--- src/rtl/mux_arb_n.sv ---
// N-channel valid/ready mux with a single registered output stage.
// The source is chosen either by the external index S or by a round-robin pointer.
module mux_arb_n #(
  parameter int unsigned WIDTH    = 8,
  parameter int unsigned CHANNELS = 4,
  parameter int unsigned SEL_W    = 2
) (
  input  logic                         CLK,
  input  logic                         RST_N,
  input  logic                         MODE,
  input  logic [SEL_W-1:0]             S,
  input  logic [CHANNELS-1:0]          IN_VALID,
  input  logic [CHANNELS*WIDTH-1:0]    IN_DATA,
  output logic [CHANNELS-1:0]          IN_READY,
  output logic                         OUT_VALID,
  output logic [WIDTH-1:0]             OUT_DATA,
  output logic [SEL_W-1:0]             OUT_SEL,
  input  logic                         OUT_READY
);

  typedef enum logic {
    SEL_FIXED = 1'b0,
    SEL_RR    = 1'b1
  } sel_mode_e;

  sel_mode_e        sel_mode;
  logic [SEL_W-1:0] ptr;
  logic [SEL_W-1:0] ptr_next;

  logic             fix_hit;
  logic             rr_lo_hit;
  logic             rr_hi_hit;
  logic [SEL_W-1:0] rr_lo_idx;
  logic [SEL_W-1:0] rr_hi_idx;

  logic             gnt_valid;
  logic [SEL_W-1:0] gnt_idx;
  logic             load;
  logic             take;
  logic [WIDTH-1:0] gnt_data;

  assign sel_mode = sel_mode_e'(MODE);
  assign load     = ~OUT_VALID | OUT_READY;

  // Wrapped search from ptr: prefer the lowest valid index at or above ptr,
  // otherwise fall back to the lowest valid index overall.
  always_comb begin
    fix_hit   = 1'b0;
    rr_lo_hit = 1'b0;
    rr_hi_hit = 1'b0;
    rr_lo_idx = '0;
    rr_hi_idx = '0;
    for (int unsigned k = 0; k < CHANNELS; k++) begin
      if (IN_VALID[k]) begin
        if (S == SEL_W'(k)) begin
          fix_hit = 1'b1;
        end
        if (!rr_lo_hit) begin
          rr_lo_hit = 1'b1;
          rr_lo_idx = SEL_W'(k);
        end
        if (!rr_hi_hit && (SEL_W'(k) >= ptr)) begin
          rr_hi_hit = 1'b1;
          rr_hi_idx = SEL_W'(k);
        end
      end
    end
  end

  always_comb begin
    gnt_valid = 1'b0;
    gnt_idx   = '0;
    unique case (sel_mode)
      SEL_FIXED: begin
        gnt_valid = fix_hit;
        gnt_idx   = S;
      end
      SEL_RR: begin
        gnt_valid = rr_lo_hit;
        gnt_idx   = rr_hi_hit ? rr_hi_idx : rr_lo_idx;
      end
      default: begin
        gnt_valid = 1'b0;
        gnt_idx   = '0;
      end
    endcase
  end

  assign take = gnt_valid & load & RST_N;

  always_comb begin
    IN_READY = '0;
    gnt_data = '0;
    for (int unsigned k = 0; k < CHANNELS; k++) begin
      if (gnt_idx == SEL_W'(k)) begin
        IN_READY[k] = take;
        gnt_data    = IN_DATA[k*WIDTH +: WIDTH];
      end
    end
  end

  always_comb begin
    if (32'(gnt_idx) == CHANNELS - 1) begin
      ptr_next = '0;
    end else begin
      ptr_next = gnt_idx + 1'b1;
    end
  end

  always_ff @(posedge CLK or negedge RST_N) begin
    if (!RST_N) begin
      OUT_VALID <= 1'b0;
      OUT_DATA  <= '0;
      OUT_SEL   <= '0;
      ptr       <= '0;
    end else begin
      if (take) begin
        OUT_VALID <= 1'b1;
        OUT_DATA  <= gnt_data;
        OUT_SEL   <= gnt_idx;
        if (sel_mode == SEL_RR) begin
          ptr <= ptr_next;
        end
      end else if (OUT_READY) begin
        OUT_VALID <= 1'b0;
      end
    end
  end

endmodule

--- config.mk ---
export PLATFORM = sky130hd
export DESIGN_NAME = mux_arb_n
export DESIGN_NICKNAME = d
export VERILOG_FILES = /design/src/rtl/mux_arb_n.sv
export SDC_FILE = /design/constraint.sdc
export NUM_CORES = 1
export LEC_CHECK = 0
export ABC_AREA = 1
export CORE_MARGIN = 5
export CORE_UTILIZATION = 35
export CTS_CLUSTER_SIZE = 24
export DETAILED_ROUTE_END_ITERATION = 10
export GPL_TIMING_DRIVEN = 0
export PLACE_DENSITY = 0.72
export SLEW_MARGIN = 10
export SYNTH_ARGS = -nofsm -noshare
export SYNTH_HDL_FRONTEND = slang
export SYNTH_SLANG_ARGS = --single-unit
export TNS_END_PERCENT = 20
--- constraint.sdc ---
create_clock -name CLK -period 1.75 [get_ports CLK]
set_clock_uncertainty 0.05 [all_clocks]
set_input_delay 0.175 -clock CLK [delete_from_list [all_inputs] [get_ports CLK]]
set_output_delay 0.175 -clock CLK [all_outputs]
set_load 0.01 [all_outputs]
Word-level counts from Yosys, hierarchy flattened
Index checks and enable logic that the tools add are counted.
{ "op_classes": {"muxes": 46, "n_reduce_logical": 10, "eq_ne": 6, "order_cmp": 4, "n_bitwise": 5, "add_sub_neg": 1} }
{ "ops": {"columns": ["cell", "count"], "rows": [
  ["8-bit two-way mux", 4],
  ["1-bit two-way mux", 30],
  ["2-bit two-way mux", 10],
  ["2-bit == test (second input constant)", 4],
  ["2-bit by 1-bit == test with 1-bit output (second input constant)", 2],
  ["1-bit by 2-bit greater-or-equal comparator with 1-bit output (first input constant)", 2],
  ["2-bit greater-or-equal comparator (first input constant)", 2],
  ["2-bit logical NOT", 2],
  ["2-bit one-hot mux with 2 select lines", 1],
  ["1-bit logical AND", 3],
  ["1-bit logical NOT", 3],
  ["2-bit by 1-bit adder with 2-bit output (second input constant)", 1],
  ["1-bit bitwise AND", 2],
  ["1-bit inverter", 2],
  ["1-bit one-hot mux with 2 select lines", 1],
  ["2-bit AND reduction", 1],
  ["2-bit nonzero test", 1],
  ["1-bit bitwise OR", 1]
]} }
{ "totals": {"word_cells": 76, "in_bits": 42, "reg_bits": 13, "out_inout_bits": 15} }

Logic depth before layout (Yosys ltp)
Gate-level depths: netlist of run 1.
{ "depth": {"word_depth": 22, "depth_mapped": 16, "mapped_depth_nobuf": 15} }

Least setup slack after synthesis of run 1
OpenSTA, ideal clock, no wires.
{ "synth_timing": {"kind": "register to register", "start": "register ptr[1]", "end": "register OUT_DATA[2]", "t_arrival_ns": 1.745, "setup_time_ns": 0.116, "stages_incl_launch_ff": 16, "setup_slack_ns": -0.161, "required_ns": 1.584, "cell_sequence": "dfrtp_1 inv_1 nand2_1 nand2_1 o21ai_0 nand2_1 inv_1 ha_1 buf_4 clkinv_1 nand3_1 nand2_1 nand3_1 nand2_1 nand2_1 nand2_1"} }
{ "synth_between": {"elab_chain_cells": 22} }
{ "synth_rtl": {"columns": ["element", "line_no", "text"], "rows": [
  ["start: declaration", "27", "logic [SEL_W-1:0] ptr;"],
  ["start signal: assignment", "122", "ptr <= ptr_next;"],
  ["1-bit by 2-bit greater-or-equal comparator with 1-bit output", "62", "if (!rr_hi_hit && (SEL_W'(k) >= ptr)) begin"],
  ["1-bit two-way mux", "62", null],
  ["1-bit two-way mux", "54", "if (IN_VALID[k]) begin"],
  ["1-bit logical NOT", "62", null],
  ["1-bit logical AND", "62", null],
  ["1-bit two-way mux", "62", null],
  ["1-bit two-way mux", "54", null],
  ["1-bit logical NOT", "62", null],
  ["[5 not listed]", null, null],
  ["2-bit two-way mux / 1-bit two-way mux (equally long branches)", "62", null],
  ["2-bit two-way mux / 1-bit two-way mux (equally long branches)", "54", null],
  ["2-bit two-way mux (*)", "80", "gnt_idx = rr_hi_hit ? rr_hi_idx : rr_lo_idx;"],
  ["2-bit one-hot mux with 2 select lines (*)", "73", "unique case (sel_mode)"],
  ["net gnt_idx[0]", "37", "logic [SEL_W-1:0] gnt_idx;"],
  ["2-bit logical NOT", "95", "if (gnt_idx == SEL_W'(k)) begin"],
  ["8-bit two-way mux (3 in series)", "95", null],
  ["8-bit two-way mux (*)", "95", null],
  ["end signal: assignment", "119", "OUT_DATA <= gnt_data;"],
  ["end: declaration", "16", "output logic [WIDTH-1:0] OUT_DATA,"]
]} }
Mark *: on every way through the listed nets, which the timed path passes. The rest lies on a longest branch.
A chain may end at the register's enable or synchronous reset.

Final worst setup path of run 1
{ "layout_timing": {"start": "register ptr[0]", "end": "register OUT_SEL[1]"} }
{ "layout_between": {"elab_chain_cells": 17} }
{ "layout_rtl": {"columns": ["element", "line_no", "text"], "rows": [
  ["1-bit by 2-bit greater-or-equal comparator with 1-bit output", "62", null],
  ["1-bit two-way mux", "62", null],
  ["1-bit two-way mux", "54", null],
  ["1-bit logical NOT", "62", null],
  ["1-bit logical AND", "62", null],
  ["1-bit two-way mux", "62", null],
  ["1-bit two-way mux", "54", null],
  ["1-bit logical NOT", "62", null],
  ["1-bit logical AND", "62", null],
  ["1-bit two-way mux", "62", null],
  ["1-bit two-way mux", "54", null],
  ["1-bit logical NOT", "62", null],
  ["1-bit logical AND", "62", null],
  ["2-bit two-way mux / 1-bit two-way mux (equally long branches)", "62", null],
  ["2-bit two-way mux / 1-bit two-way mux (equally long branches)", "54", null],
  ["2-bit two-way mux (*)", "80", null],
  ["2-bit one-hot mux with 2 select lines (*)", "73", null],
  ["end signal: assignment", "120", "OUT_SEL <= gnt_idx;"],
  ["end: declaration", "17", "output logic [SEL_W-1:0] OUT_SEL,"]
]} }
Every way passes the cells marked *; elsewhere a longest branch is shown, timed or not.

==> results of run 1 <==
==> kinds of logic (layout without fill, tap and decap cells) <==
logic type | count (synthesis) | count (layout) | share of synthesized area [%]
adders and majority gates | 4 | 4 | 4.72
buffers and inverters | 21 | 95 | 9.32
and+or+nand+nor | 119 | 119 | 49.1
DFF | 13 | 13 | 30.7
AOI/OAI and AO/OA | 12 | 12 | 6.25
==> cells in the final DEF, fill, tap and decap left out, drive strengths merged <==
| master | Yosys | layout |
|---|---|---|
| a21oi | 8 | 8 |
| clkdlybuf4s15 | 0 | 1 |
| clkinv | 2 | 2 |
| dlygate4sd2 | 0 | 2 |
| nand4 | 3 | 3 |
| nor2 | 12 | 12 |
| a21boi | 1 | 1 |
| inv | 14 | 14 |
| nand3 | 22 | 22 |
| nand2 | 74 | 74 |
| o21ai | 3 | 3 |
| dlygate4sd3 | 0 | 1 |
| ha | 4 | 4 |
| or2 | 8 | 8 |
| dfrtp | 13 | 13 |
| clkdlybuf4s50 | 0 | 49 |
| buf | 4 | 22 |
| clkbuf | 1 | 4 |
==> synthesized netlist by cell type (all sizes together), types with 2 or more instances <==
cell    count
a21oi       8
buf         4
clkinv      2
dfrtp      13
ha          4
inv        14
nand2      74
nand3      22
nand4       3
nor2       12
o21ai       3
or2         8
==> tightest hold or removal path: cells and delay by family (launching register included) <==
| family | cells | cell delay (ns) |
|---|---|---|
| DFF | 1 | 0.34 |
| and+or+nand+nor | 2 | 0.11 |
==> routing by layer <==
layer  global-route usage [%]  wire (um)  vias up  part of all wire (%)
met5                        0          0        -                     0
met3                     2.60        222        6                   6.1
met1                     21.8       1550      557                    42
met2                     29.6       1820       38                    50
li1                         -          -      685                     -
met4                     6.74         65        0                   1.8
==> power breakdown <==
| part | internal [W] | switching [W] |
|---|---|---|
| combinational | 0.000506 | 0.000461 |
| sequential | 0.000387 | 0.0000512 |
| clock | 0.0000880 | 0.0000857 |
==> stage by stage <==
step	utilization, %	setup TNS [ns]	instances	setup slack, ns
after floorplan	-	-0.0354	169	-0.0108
after global placement	57.6	-9.46	258	-1.00
after detailed placement	57.6	-9.76	258	-1.02
after CTS	65.6	-3.05	278	-0.261
after global routing	67.0	-4.11	276	-0.369
final	67.0	-2.49	276	-0.257
==> state kept, by name, indices dropped and copies added, names as in the netlist <==
name and flops:
OUT_VALID 1, ptr 2, OUT_DATA 8, OUT_SEL 2
==> what timing repair did <==
action,CTS,global route
pin swaps,14,17
setup buffers,16,1
endpoints found under the setup margin,14,14
resized for setup,46,21
hold buffers,1,0
hold endpoints to repair,13,0
==> cell type report <==
type                       instances  area, sq um
tap                               33         41.3
buffer                             1         11.3
sequential                        13          325
timing repair buffer              74          702
inverter                          16         97.6
multi-input combinational        135          791
clock buffer                       4         26.3
fill                             273          983
==> final timing paths <==
kind / from / end / slack, ns / depth (start not counted)
min reg2reg: OUT_DATA[5]$_DFFE_PN0P_ / OUT_DATA[5]$_DFFE_PN0P_ / 0.43 / 2
min in group asynchronous: RST_N / OUT_DATA[1]$_DFFE_PN0P_ / 0.50 / 2
max in group asynchronous: RST_N / OUT_DATA[5]$_DFFE_PN0P_ / 0.78 / 2
max reg2reg: ptr[0]$_DFFE_PN0P_ / OUT_SEL[1]$_DFFE_PN0P_ / -0.26 / 15
min: OUT_DATA[5]$_DFFE_PN0P_ / OUT_DATA[5]$_DFFE_PN0P_ / 0.43 / 2
max: ptr[0]$_DFFE_PN0P_ / OUT_SEL[1]$_DFFE_PN0P_ / -0.26 / 15
==> out/results.txt, run 1 <==
Antenna diode count: 0. Clock tree synthesis selected as its root buffer the cell sky130_fd_sc_hd__clkbuf_4. The logs give 0 for the number of max-slew violations in the final report and 2 for the number of buffers on the longest clock path.

The class of the most critical hold timing path is reg -> reg. The initial antenna violation count was 0; the number of global-route vias before repair was 1,263. The flip-flop and latch count after synthesis is 13, and the share of the yosys chip area belonging to registers is 30.7%.

For the hold slack, the log shows 0.433 ns. The max-slew headroom at the worst pin was 62.8%; the total number of clock tree sinks was 13. Summing all non-filler instances in the final layout gives an area of 0.00199 sq mm. The weighted congestion reported at the end of routability-driven placement was 0.842; the pin slew with the least headroom to its limit was 0.555 ns.

Category of the worst setup path launch point: a flop. In this run the static leakage power is 0.958 nW. For this run, the number of Yosys warnings is 0. The logs give 1 for the count of H-tree levels built during CTS and 0.00171 sq mm for the area of placed instances.

The count of distinct cell types in the synthesized netlist was 20; the final layout net count was 290. From bottom edge to top edge, the die measures 65.1 um. Once detail routing completed, the nets flagged for antenna violations numbered 0. For the worst supply voltage drop on vdd, the log shows 704 uV.

The core region is 0.00298 sq mm. The clock buffer count from CTS is 3, and the cell count after synthesis is 169. Endpoint kind of the worst setup timing path: a flop. The top achievable clock speed came out at 498 MHz. The cell accounting for the most synthesized area was sky130_fd_sc_hd__dfrtp_1.

TritonCTS built the clock tree. For this design, the slowest cell found on the critical path is sky130_fd_sc_hd__dfrtp_1. Iteration-0 DRC count of the detailed router: 27. The most numerous cell type found on the critical path is sky130_fd_sc_hd__buf_4.

In this run the power density over the cells is 791 mW/mm^2. The biggest fanout along the worst timing path works out to 4. The most used flip-flop cell after synthesis was sky130_fd_sc_hd__dfrtp_1. Setup repair after global routing could not meet its margin everywhere. The number of standard-cell rows in the floorplan is 20, and the average cell area after synthesis is 6.28 sq um. The largest net degree at the start of global routing was 14; the critical path required time was 1.85 ns.

The logs give 1,286 for the total number of vias and 0.00106 sq mm for the synthesized area. The critical path class is reg -> reg. Ranked by total cell area, the synthesized netlist is headed by sky130_fd_sc_hd__dfrtp_1 31%, sky130_fd_sc_hd__nand2_1 26%, sky130_fd_sc_hd__nand3_1 9.9%. The number of nets in the synthesized netlist is 215. The width of the chip is 65.1 um. Global routing consumed, over all layers together, 17.3% of the routing resources.

Summed over all layers, the routed wires come to 3660 um. The tool flagged a number of max-cap violations equal to 0. For this run the aggregate overflow at the end of global routing stands at 0. The first global-routing pass estimated 5750 um of wire. Dividing the detail-routed wire length by the instance count gives 13.2 um.

After layout, the worst path uses 115% of the clock period. Of the post-synthesis cell area, the dominant cell type holds 30.7%. The starting density of the core is 35.6%, and the boundary pin count is 57.

The worst setup slack after layout is -0.257 ns. The largest delay contributor family on the critical path was buffers and inverters. The floorplan die area was 0.00423 sq mm; the total chip power was 0.00158 W. The critical path contains buffers and inverters numbering 8 combined. The run gives 2.11 ns as the arrival time at the worst endpoint. Number of iterations in the first detailed-routing pass: 4. The ratio of cells with drive above 1 in the final layout came out at 28.4%. The longest individual stage delay on the worst path is 0.42 ns, and the layout overhead on the synthesized area is 88.0%. Walking the worst path, the cells encountered are nor2_1 -> nand2_1 -> nand2_2 -> inv_2 -> nand2_2 -> nand2_2 -> buf_4 -> buf_4 -> buf_4 -> buf_4 -> buf_4 -> buf_4 -> buf_4 -> nand3_1 -> nand2_1.

The checks that failed: negative setup slack. The final-report hold violation count was 0. Setup violations remaining at the end of the flow were counted as 13. The source-to-sink clock delay at the later pin of the worst-skew pair was 0.26 ns; the number of enable flip-flop cells after synthesis was 0. The number of buffer cells added on primary ports was 56; the share of async-settable or async-resettable flops after synthesis was 100%. After detailed routing, the number of vias per cell comes to 4.66. The run finished, with violations left.

Clock-pin slew was measured on the worst setup and hold paths at 0.08 ns. The post-route DRC violation count was 0. Final critical path time including I/O delays and setup: 2.01 ns. The wire-length estimate of the detail-placed layout is 2540 um.
(Power assumes the default switching activity.)
==> run 2: changes to the inputs <==
Settings changed: SKIP_LAST_GASP set to 1.
==> out/results.txt, run 2 (synthesis gave the netlist of run 1 again) <==
The run gives 0 (unchanged) as the initial antenna violation count. Traced cell by cell, the critical path runs through nor2_2 -> nor2_2 -> nor2_2 -> o21ai_2 -> nand2_2 -> inv_4 -> ha_4 -> buf_8 -> a21oi_2 -> nand2_1 -> nand3_1 -> nand2_1 -> nand2_1 -> nand2_1. The ratio of cells with drive above 1 in the final layout was 29.0% (+0.58 points). For the starting density of the core, the log shows 35.6% (unchanged). The tools report the number of global-route vias before repair as 1,240 (-1.8%). The final reports fail on negative setup slack.

The tools report the global-route wire length before repair as 5660 um (-1.6%). The number of flip-flops under the largest register name came out at 8 (unchanged). The logs give 20 (unchanged) for the number of standard-cell rows in the floorplan and 3 (unchanged) for the clock buffer count from CTS. The average vias per placed instance was 4.65 (-0.26%). The worst supply voltage drop on vdd is 701 uV (-0.36%), and the total number of vias is 1,292 (+0.47%). The total chip power was 0.00159 W (+0.83%); the power density of the placed cells was 793 mW/mm^2 (+0.27%). The biggest fanout along the worst timing path came out at 8 (+4). Part of the cycle the worst path needs: 113% (-1.6 points). The run gives -0.23 ns (+0.03 ns) as the worst reg-to-reg setup slack.

The register with the most flip-flops in the final layout is OUT_DATA. Longest individual stage delay on the worst path: 0.42 ns (about the same). The run finished, with violations left. The width of the chip came out at 65.1 um (unchanged).

The leakage power total was 0.971 nW (+1.3%). The tools report the number of iterations in the first detailed-routing pass as 4 (unchanged). The most numerous cell type found on the critical path is sky130_fd_sc_hd__nand2_1. The largest registers in the layout are OUT_DATA x8, OUT_SEL x2, ptr x2.

The count of H-tree levels built during CTS is 1 (unchanged). The tools report the source-to-sink clock delay at the later pin of the worst-skew pair as 0.26 ns (about the same). The class of the most critical hold timing path was reg -> reg. The count of filler cells inserted in the layout was 268 (-1.8%). On the critical path, the stage with the largest delay is an instance of sky130_fd_sc_hd__dfrtp_1.

The number of buffer cells added on primary ports came out at 56 (unchanged). The count of maximum capacitance violations is 0 (unchanged), and the boundary pin count is 57 (unchanged). The sum of net half-perimeters after detailed placement is 2540 um (unchanged). The library cells used most frequently in the layout, excluding fill and tap cells, are 69 x sky130_fd_sc_hd__nand2_1, 49 x sky130_fd_sc_hd__clkdlybuf4s50_1, 14 x sky130_fd_sc_hd__nand3_1, 14 x sky130_fd_sc_hd__buf_4, 13 x sky130_fd_sc_hd__dfrtp_1. The total number of clock tree sinks is 13 (unchanged), and the routed wire length per instance is 13.5 um (+2.0%). The run gives 2 (unchanged) as the number of buffers on the longest clock path. The logs give 0 (unchanged) for the remaining number of nets flagged by the antenna check after routing and 0 (unchanged) for the antenna diode count.

The clock transition time at the flip-flop clock pins of the worst setup and hold paths works out to 0.08 ns (about the same). The overall routed net length was 3760 um (+2.8%). The arrival time at the worst endpoint came out at 2.08 ns (-0.03 ns). The number of max-slew violations in the final report is 0 (unchanged), and the iteration-0 DRC count of the detailed router is 16 (-41%).

The global route total overflow was 0 (unchanged); the number of placed instances, taps included was 258 (unchanged). Floorplan die area: 0.00423 sq mm (unchanged). The count of endpoints failing setup in the final report is 13 (unchanged).

Worst setup slack after layout: -0.229 ns (+0.0281 ns). Setup repair after global routing could not meet its margin everywhere. The max-slew headroom at the worst pin was 62.7% (-0.11 points). STA classifies the critical path endpoint as a flop. The logs give 505 MHz (+1.4%) for the top achievable clock speed and 0 (unchanged) for the post-route DRC violation count. The final critical path time including I/O delays and setup came out at 1.98 ns (-0.0281 ns).

The setup path with the least slack is of type reg -> reg. TritonCTS built the clock tree. For the overall fraction of global-route tracks in use, the log shows 17.1% (-0.22 points).

The run gives 0.00298 sq mm (unchanged) as the placeable core area. For the post-layout instance count excluding filler cells, the log shows 278 (+0.72%). The area growth from synthesis to layout is 89.0%. The tools report the final layout net count as 292 (+0.69%). The library cell used as clock root buffer is sky130_fd_sc_hd__clkbuf_4.

The weighted congestion reported at the end of routability-driven placement is 0.842 (unchanged). Height of the die: 65.1 um (unchanged). The final-report hold violation count is 0 (unchanged), and the pin slew with the least headroom to its limit is 0.557 ns (+0.00163 ns).

Largest net degree at the start of global routing: 14 (unchanged). The most common cell after layout, fill and taps aside is sky130_fd_sc_hd__nand2_1. The tools report the critical path required time as 1.85 ns (about the same). The worst setup path is launched from a flop.
run 2: through the flow:
| stage | setup slack (ns) | hold WS [ns] | setup TNS (ns) | cell area [sq um] | utilization [%] |
|---|---|---|---|---|---|
| final | -0.229 | 0.433 | -2.45 | 2010 | 67.4 |
| after floorplan | -0.0108 | -0.171 | -0.0354 | 1110 | - |
| after global placement | -1.00 | 0.413 | -9.46 | 1710 | 57.6 |
| after detailed placement | -1.02 | 0.419 | -9.76 | 1710 | 57.6 |
| after global routing | -0.366 | 0.457 | -4.20 | 2010 | 67.4 |
| after CTS | -0.261 | 0.436 | -3.08 | 1940 | 65.1 |
run 2: metal layers:
layer  vias up  global-route usage, %  wire (um)
li1        690                      -          -
met1       566                   21.6       1600
met2        30                   29.1       1900
met3         6                   2.60        194
met4         0                   6.74         65
met5         -                      0          0
run 2: final cells by class:
cell class	instances	area [sq um]	area share (%)
Inverter	16	92.6	4.62
Clock buffer	4	26.3	1.31
Timing Repair Buffer	76	718	35.8
Tap cell	33	41.3	2.06
Buffer	1	11.3	0.561
Multi-Input combinational cell	135	791	39.4
Sequential cell	13	325	16.2
run 2: final timing paths:
path,to,depth (start not counted),from
worst max-delay path,OUT_DATA[3]$_DFFE_PN0P_,14,ptr[0]$_DFFE_PN0P_
worst min-delay path,OUT_DATA[5]$_DFFE_PN0P_,2,OUT_DATA[5]$_DFFE_PN0P_
worst max register to register,OUT_DATA[3]$_DFFE_PN0P_,14,ptr[0]$_DFFE_PN0P_
worst min register to register,OUT_DATA[5]$_DFFE_PN0P_,2,OUT_DATA[5]$_DFFE_PN0P_
max in group asynchronous,OUT_DATA[5]$_DFFE_PN0P_,2,RST_N
min in group asynchronous,OUT_DATA[1]$_DFFE_PN0P_,2,RST_N
run 2: critical path, delay by kind of cell, from the launching register on:
kind | cells | cell delay [ns]
adder cells (fa/ha/maj) | 1 | 0.19
buffers and inverters | 2 | 0.20
flip-flops | 1 | 0.42
AND/OR/NAND/NOR | 9 | 0.76
AO/OA/AOI/OAI | 2 | 0.22
run 2: power breakdown:
group	leakage (nW)	switching [W]	internal [W]
Clock	0.0150	0.0000849	0.0000880
Sequential	0.164	0.0000512	0.000387
Combinational	0.792	0.000465	0.000515
Total	0.971	0.000601	0.000990
run 2: timing repair:
item,4_1_cts,5_1_grt
resized for setup,43,24
setup buffers,16,3
pin swaps,12,18
hold endpoints to repair,13,0
hold buffers,1,0
setup endpoints to repair,14,14
